### src/rtl/lut_sweep_eval.sv
// ---------------------------------------------------------------------------
// lut_sweep_eval
//
// Programmable boolean function unit with a 2^N_IN-entry truth table.
//   * Direct mode: s is the registered lookup table[x], one cycle of latency.
//   * Sweep mode:  after a start request, the unit streams every (index, f)
//                  pair over a valid/ready handshake. It then pulses done and
//                  reports how many table entries are 1.
//
// Optional feature (compile-time macro TT_PARITY_EN):
//   When defined, two extra outputs are added:
//     tt_parity -- XOR of all table entries.
//     par_err   -- pulses with done when the sweep's minterm count disagrees
//                  with tt_parity.
//   When undefined, neither port exists.
//
// Ports:
//   clk        in   clock
//   reset      in   asynchronous, active-high reset
//   x          in   [N_IN]    direct-mode input vector
//   s          out  1         registered f(x)
//   tt_we      in   1         truth-table write strobe (ignored while sweeping)
//   tt_addr    in   [N_IN]    entry to write
//   tt_din     in   1         value to write
//   start      in   1         sweep request, sampled every cycle
//   busy       out  1         high while in SWEEP
//   out_valid  out  1         sweep stream valid
//   out_ready  in   1         sweep stream ready
//   out_idx    out  [N_IN]    current sweep index
//   out_s      out  1         f(out_idx) for the current beat
//   done       out  1         one-cycle pulse when a sweep completes
//   ones_cnt   out  [N_IN+1]  number of 1 entries found by the last sweep
//   tt_parity  out  1         (TT_PARITY_EN) XOR of all table entries
//   par_err    out  1         (TT_PARITY_EN) parity/count disagreement pulse
// ---------------------------------------------------------------------------
module lut_sweep_eval #(
  parameter int                     N_IN    = 4,
  parameter logic [(1<<N_IN)-1:0]   TT_INIT = 16'hAC3C
) (
  input  logic            clk,
  input  logic            reset,
  input  logic [N_IN-1:0] x,
  output logic            s,
  input  logic            tt_we,
  input  logic [N_IN-1:0] tt_addr,
  input  logic            tt_din,
  input  logic            start,
  output logic            busy,
  output logic            out_valid,
  input  logic            out_ready,
  output logic [N_IN-1:0] out_idx,
  output logic            out_s,
  output logic            done,
`ifdef TT_PARITY_EN
  output logic            tt_parity,
  output logic            par_err,
`endif
  output logic [N_IN:0]   ones_cnt
);

  localparam int              DEPTH    = 1 << N_IN;
  localparam logic [N_IN-1:0] LAST_IDX = {N_IN{1'b1}};

  typedef enum logic [1:0] {IDLE, SWEEP, DONE} state_t;

  state_t             state, state_nxt;
  logic [DEPTH-1:0]   tt, tt_nxt;
  logic [N_IN:0]      count, count_nxt;
  logic               wr_en;
  logic               xfer;
  logic               last_beat;
  logic               enter_sweep;

  // The table is frozen during a sweep, so a combinational lookup of the
  // current index stays stable across stalls. Gating with out_valid keeps
  // out_s at 0 outside the stream.
  assign out_s = out_valid & tt[out_idx];
  assign busy  = (state == SWEEP);

  // NOTE: every signal written here gets a default first, so no path through
  // the case statement can leave one unassigned and infer a latch.
  always_comb begin
    state_nxt   = state;
    wr_en       = tt_we && (state != SWEEP);
    xfer        = (state == SWEEP) && out_valid && out_ready;
    last_beat   = xfer && (out_idx == LAST_IDX);
    count_nxt   = count + (N_IN+1)'(out_s);
    tt_nxt      = tt;
    if (wr_en) tt_nxt[tt_addr] = tt_din;

    case (state)
      IDLE:    if (start) state_nxt = SWEEP;
      SWEEP:   if (last_beat) state_nxt = DONE;
      DONE:    state_nxt = start ? SWEEP : IDLE;
      default: state_nxt = IDLE;
    endcase

    enter_sweep = (state != SWEEP) && (state_nxt == SWEEP);
  end

  // NOTE: sequential state uses non-blocking assignments only. Every register
  // then samples pre-edge values, which gives the "old value on a same-cycle
  // write" behaviour of s for free.
  always_ff @(posedge clk or posedge reset) begin
    if (reset) begin
      state     <= IDLE;
      // NOTE: the table is a small flop array rather than a RAM, so it can be
      // (and must be) restored to TT_INIT by reset.
      tt        <= TT_INIT;
      s         <= 1'b0;
      out_valid <= 1'b0;
      out_idx   <= '0;
      count     <= '0;
      ones_cnt  <= '0;
      done      <= 1'b0;
    end else begin
      state <= state_nxt;
      tt    <= tt_nxt;
      s     <= tt[x];
      done  <= 1'b0;

      if (enter_sweep) begin
        out_idx   <= '0;
        count     <= '0;
        out_valid <= 1'b1;
      end else if (xfer) begin
        count <= count_nxt;
        if (last_beat) begin
          // Hold out_idx at the last index; it must not wrap before the FSM
          // leaves SWEEP.
          out_valid <= 1'b0;
          ones_cnt  <= count_nxt;
          done      <= 1'b1;
        end else begin
          out_idx <= out_idx + 1'b1;
        end
      end
    end
  end

`ifdef TT_PARITY_EN
  // Parity is recomputed from the post-write table. An accepted write
  // therefore shows up on tt_parity in the cycle after the strobe. The
  // table cannot change during a sweep, so tt_parity is stable when
  // par_err is evaluated on the final beat.
  always_ff @(posedge clk or posedge reset) begin
    if (reset) begin
      tt_parity <= 1'b0;
      par_err   <= 1'b0;
    end else begin
      tt_parity <= ^tt_nxt;
      par_err   <= last_beat && (count_nxt[0] != tt_parity);
    end
  end
`endif

endmodule

### config.mk
export PLATFORM = sky130hd
export DESIGN_NAME = lut_sweep_eval
export DESIGN_NICKNAME = d
export VERILOG_FILES = /design/src/rtl/lut_sweep_eval.sv
export SDC_FILE = /design/constraint.sdc
export NUM_CORES = 1
export LEC_CHECK = 0
export ABC_AREA = 1
export BUFFER_PORTS_ARGS = -buffer_cell sky130_fd_sc_hd__buf_4
export CAP_MARGIN = 20
export CORE_ASPECT_RATIO = 0.9
export CORE_MARGIN = 1.5
export CORE_UTILIZATION = 50
export DETAILED_ROUTE_END_ITERATION = 10
export GPL_ROUTABILITY_DRIVEN = 1
export PLACE_DENSITY_LB_ADDON = 0.05
export SYNTH_ARGS = -nofsm -noshare
export SYNTH_HDL_FRONTEND = slang
export SYNTH_SLANG_ARGS = --single-unit
### constraint.sdc
create_clock -name clk -period 2 [get_ports clk]
set_clock_uncertainty 0.2 [all_clocks]
set_input_delay 0.1 -clock clk [delete_from_list [all_inputs] [get_ports clk]]
set_output_delay 0.1 -clock clk [all_outputs]
set_load 0.05 [all_outputs]
==> run metrics, run 1 <==
outcome=finished with violations; violated checks=setup timing; hold wc startpoint=out_ready; CTS tree=yes; final WL=roughly 4600 um; CTS sink cnt=35; Setup crit end kind=flop; highest clock rate=about 480 MHz; DRT antenna net count=0; worst reg-to-reg setup slack=-0.09 ns; number of vias per cell=approximately 5.3; Crit Reg-Reg Endpoint=count[4]; Top FF cell, synth=dfrtp_1; DP HPWL=between 3000 and 4000 um; post-synthesis cell type count=29; Vias=around 1800; leak pwr=1.24 nW; final net count=309; DR DRC count=0; top post-synthesis cells by area=dfrtp_1 (34%), dfstp_2 (11%), nand2_1 (8.6%); FF-to-FF Start=out_idx[0]; Iteration-0 DRC Markers=167; CP required=between 1.5 and 2 ns; Layout area overhead=34.0%; port bufs=27; Max-cap violations=0; largest net degree at the start of global routing=36; multi-input logic area=1010 um^2; clk_lat worst skew=0.28 ns; Mapped Cells=about 240; PD cells=between 1500 and 2000 nW/um^2; startpoint types=flop; Synth Warn #=0; Initial Utilization=0.527; Finished Core Util=0.706; register area share after synthesis=0.451; # diodes=0; Syn Std Cell Area=1970 um^2; worst-path maximum fanout=5; core area=about 3700 um^2; share of cells above drive strength 1=0.355; Commonest cells post-synth=nand2_1 (45), inv_1 (31), dfrtp_1 (27); Final Hold Violating Endpoints=0; global-route wire length before repair=8020 um; Post-synth EDFFs=0; slack of the critical path=-0.0854 ns; vias in the first global route=approximately 1700; Yosys top cell by area=dfrtp_1; gr usage total=0.236; Slew Limit Fails=0; clock-pin slew on the worst setup and hold paths=0.07 ns; final setup fails=7; slew margin rel.=0.691; Die W=between 60 and 70 um; hold path depth=3; Die H=62.5 um; Die ar.=about 4300 um^2; initial antenna violation count=0; TritonCTS Buffers=5; syn_nets=between 200 and 300; top-area cell type share of the netlist area=0.344; FF/Latch Area=around 900 um^2; wire per inst=roughly 13 um; RSZ-0062 raised after global routing=yes; Hold Path End=count[3]; total gr overflow=0; crit path kind=flop to flop; crit path DAT=around 2.1 ns; Placer Congestion=a little under 0.9; mean post-synth cell area=around 8.3 um^2; Min-Delay Path Class=input port to flop; worst vdd ir=between 0.0007 and 0.0008 V; Worst-Margin Slew=0.462 ns; #FFs+latches synth=35; async set or reset register ratio after synthesis=1.00; clock tree buffer depth=2; post-route clock period utilization=1.04; Tmin final=2.09 ns; fillcell total=329; I/O pin cnt=28; Rows=21; Worst R2R Path Depth=13; clk root buf=clkbuf_8; DRT Pass-1 Iters=4; top-count cell post-synth=nand2_1; Place WS=-0.122 ns; H-tree depth=2
## report_power, final
group,internal (mW),switching [mW],leakage (nW)
Clock,0.314,0.239,0.0515
Combinational,0.980,1.39,0.764
Sequential,1.00,0.244,0.429
Total,2.30,1.87,1.24
## worst max-delay path, cell delays in order (launching register included)
cell	delay, ns
dfrtp_2	0.43
buf_6	0.12
nor2_1	0.04
nor2_1	0.09
nand2_1	0.08
nand3_2	0.08
nand3_2	0.08
a21oi_4	0.18
ha_4	0.16
ha_4	0.14
nand3_4	0.06
xor2_2	0.16
nand3_1	0.08
o21ai_1	0.06
## how the worst max path moves through the flow
stage	to	startpoint	slack, ns
6_report	count[4]	out_idx[0]	-0.09
5_1_grt	count[4]	out_idx[0]	-0.22
4_1_cts	count[4]	out_idx[0]	-0.11
3_5_place_dp	count[4]	out_idx[0]	-0.12
3_3_place_gp	count[4]	out_idx[0]	-0.09
2_1_floorplan	count[4]	out_idx[1]	-0.39
## cell type report
cell class,instances,area share
inverters,33,0.0480
multi-input cells,162,0.383
repair buffers,55,0.171
flip-flops and latches,35,0.338
clock buffers,8,0.0380
well taps,46,0.0219
## metal layers
metal  up-vias  global-route usage  share of wire
met4         0               0.100         0.0092
met1       838               0.339           0.49
met3         6              0.0597          0.059
li1        903                   -              -
met5         -                   0              0
met2        57               0.340           0.44
## kinds of logic after synthesis
logic type | count (synthesis) | share of synthesized area
buffers and inverters | 41 | 0.0859
adders and majority gates | 3 | 0.0191
xor gates and xnor gates | 3 | 0.0134
and+or+nand+nor | 98 | 0.260
DFF | 35 | 0.451
AOI/OAI and AO/OA | 58 | 0.171
## metrics by stage
step | cell area [um^2] | std cells | hold WS [ns] | TNS (ns) | total power [mW]
after global placement | 2360 | 319 | 0.0366 | -0.144 | 3.30
after floorplan | 2040 | 238 | 0.0454 | -2.54 | 2.72
after detailed placement | 2360 | 319 | 0.0326 | -0.298 | 3.32
final | 2630 | 339 | 0.00832 | -0.262 | 4.17
after CTS | 2590 | 337 | 0.00921 | -0.340 | 4.09
after global routing | 2630 | 339 | 0.00889 | -1.32 | 4.48
## cell usage in the layout (no fill, tap or decap), types with 3 or more instances in the layout
cell and n:
nand2_1 45, buf_4 44, inv_1 27, dfrtp_1 24, a21oi_1 19, nand3_1 18, nor2_1 12, a31oi_1 12
o21ai_1 9, dfstp_2 8, nand3_2 7, o21ai_0 7, clkbuf_8 7, dlygate4sd3_1 6, inv_2 5, o211ai_1 5
nor2_4 4, o21ai_2 4, buf_6 4, nand2_4 3, dfrtp_2 3
## sequential cells by signal, summed over array words and instances, names as in the netlist
signal,flops
done,1
tt,16
state,2
out_valid,1
s,1
count,5
ones_cnt,5
out_idx,4
## what timing repair did
action	CTS	global route
hold buffers	6	0
setup endpoints to repair	6	10
gates resized for setup	9	8
hold endpoints to repair	31	0
cloned	0	0
pin swaps	6	7
buffers inserted	4	2
(Power assumes the default switching activity.)
==> run 2, diff against run 1 <==
clock period = 1.8 ns   (was 2 ns; I/O delays follow)
==> run 2 against run 1 <==
- the run still ends with setup timing left
- fmax up 1.1%
- sequential power rose by 7%
- non-clock buffer count grew 12
- clock-buffer cell count shrank 2
- largest power group unchanged
- highest routed layer unchanged
- cell count up 3.5%
==> run metrics, run 2 (synthesis results as in run 1) <==
M1 WL=2310 um (+2.2%); Placer Congestion=0.900 (+0.56%); leak pwr=1.31 nW (+5.5%); Die ar.=4320 um^2 (unchanged); TritonCTS Buffers=5 (unchanged); startpoint types=flop; Layout area overhead=40.2%; Hold Path End=tt[12]; Layout Cells excl Fill=351 (+3.5%); total power=4.94 mW (+19%); Final Hold Violating Endpoints=0 (unchanged); final net count=321 (+3.9%); CP required=1.80 ns (-0.17 ns); vias in the first global route=1753 (+1.7%); clock tree buffer depth=2 (unchanged); Die H=62.5 um (unchanged); Setup crit end kind=flop; FF-to-FF Start=tt[10]; CP startpoint=tt[10]; highest clock rate=485 MHz (+1.1%); wire per inst=13.4 um (-0.18%); global-route wire length before repair=8270 um (+3.1%); CTS sink cnt=35 (unchanged); outcome=finished with violations; total buffers and inverters traversed by the critical path=1 (unchanged); Fin Setup TNS=-1.68 ns (-1.42 ns); RSZ-0062 raised after global routing=yes; DP HPWL=3230 um (+0.25%); hold wc startpoint=tt_addr[0]; CP max stage delay=0.53 ns (+0.10 ns); CTS tree=yes; worst-path maximum fanout=2 (-3); DR DRC count=0 (unchanged); Initial Utilization=0.527 (unchanged); Crit Reg-Reg Endpoint=count[4]; slack of the critical path=-0.263 ns (-0.178 ns); clk root buf=clkbuf_8; final WL=4720 um (+3.4%); DRT antenna net count=0 (unchanged); crit path DAT=2.06 ns (about the same); total gr overflow=0 (unchanged); worst reg-to-reg setup slack=-0.26 ns (-0.18 ns); Iteration-0 DRC Markers=156 (-6.6%); most common cell after layout, fill and taps aside=buf_4; clk_lat worst skew=0.31 ns (+0.03 ns); Tmin final=2.06 ns (-0.0225 ns); Top reg by flops=tt; number of vias per cell=5.21 (-2.2%); Max-cap violations=0 (unchanged); post-route clock period utilization=1.15 (+0.103); CP Cell Sequence=inv_1 > nand2_1 > nand3_2 > nand3_2 > nand3_2 > a21oi_4 > ha_4 > ha_4 > nand3_4 > xor2_2 > nand3_1 > o21ai_1; Rows=21 (unchanged); clock-pin slew on the worst setup and hold paths=0.08 ns (about the same); top sig layer=met4; PD cells=1790 nW/um^2 (+13%); critical path's top delay family=flip-flops; max reg flops=16 (unchanged); routed wire length on met2=2020 um (+1.2%); CP max stage cell=dfstp_2; Slew Limit Fails=0 (unchanged); crit path kind=flop to flop; Final Cell Area=2760 um^2 (+4.7%); slew margin rel.=0.649 (-0.0423); share of cells above drive strength 1=0.393 (+0.0385); dpl cells=334 (+4.7%); H-tree depth=2 (unchanged); DRT Pass-1 Iters=4 (unchanged); Worst-Margin Slew=0.525 ns (+0.0633 ns); Min-Delay Path Class=input port to flop; hold path depth=4 (+1); violated checks=setup timing; Top Registers=tt: 16 flops, count: 5 flops, ones_cnt: 5 flops; I/O pin cnt=28 (unchanged); final setup fails=9 (+2); Die W=69.1 um (unchanged); Worst R2R Path Depth=12 (-1); initial antenna violation count=0 (unchanged); worst vdd ir=0.00116 V (+60%); CP most frequent cell=nand3_2; gr usage total=0.242 (+0.00554); met3 wire len=286 um (+6.3%); Post-DP Area=2470 um^2 (+4.8%); largest net degree at the start of global routing=36 (unchanged); core area=3730 um^2 (unchanged); port bufs=27 (unchanged); # diodes=0 (unchanged); hold_ws=0.00454 ns (-0.00378 ns); Vias=1827 (+1.3%); leading cell types in the layout, fill and taps excluded=buf_4 (56), nand2_1 (45), inv_1 (24), dfrtp_1 (24), nand3_1 (20)
[run 2: through the flow]
step | utilization | worst slack (ns)
floorplan | - | -0.589
global placement | 0.662 | -0.230
detailed placement | 0.662 | -0.285
CTS | 0.724 | -0.224
global route | 0.739 | -0.419
finish | 0.739 | -0.263
[run 2: how the worst max path moves through the flow]
stage,to,cells past startpoint
2_1_floorplan,count[4],13
3_3_place_gp,count[4],12
3_5_place_dp,count[4],12
4_1_cts,count[4],13
5_1_grt,count[4],13
6_report,count[4],12
[run 2: per-layer routing]
| layer | vias up | GRT usage |
|---|---|---|
| li1 | 926 | - |
| met1 | 842 | 0.359 |
| met2 | 50 | 0.345 |
| met3 | 9 | 0.0645 |
| met4 | 0 | 0.0735 |
| met5 | - | 0 |
[run 2: worst reg2reg max path: cells and delay by family, from the launching register on]
family                   cells  cell delay (ns)
XOR/XNOR                     1             0.15
adder cells (fa/ha/maj)      2             0.30
flip-flops                   1             0.53
buffers and inverters        1             0.05
AND/OR/NAND/NOR              6             0.47
AO/OA/AOI/OAI                2             0.24
[run 2: timing repair]
action,CTS,global route
hold endpoints to repair,35,0
gates cloned,0,0
setup endpoints to repair,10,16
setup buffers,3,1
pin swaps,5,9
resized for setup,13,12
hold buffers,6,0
[run 2: final cells by class]
| cell class | instances | area, um^2 |
|---|---|---|
| Fill cell | 301 | 975 |
| Sequential cell | 35 | 890 |
| Tap cell | 46 | 57.6 |
| Clock inverter | 2 | 35.0 |
| Multi-Input combinational cell | 162 | 1020 |
| Inverter | 33 | 131 |
| Timing Repair Buffer | 67 | 541 |
| Clock buffer | 6 | 82.6 |
[run 2: where the power goes]
part	total, mW	internal [mW]	switching (mW)
logic	2.85	1.21	1.64
clock network	0.749	0.448	0.301
registers	1.34	1.11	0.230
total	4.94	2.78	2.17
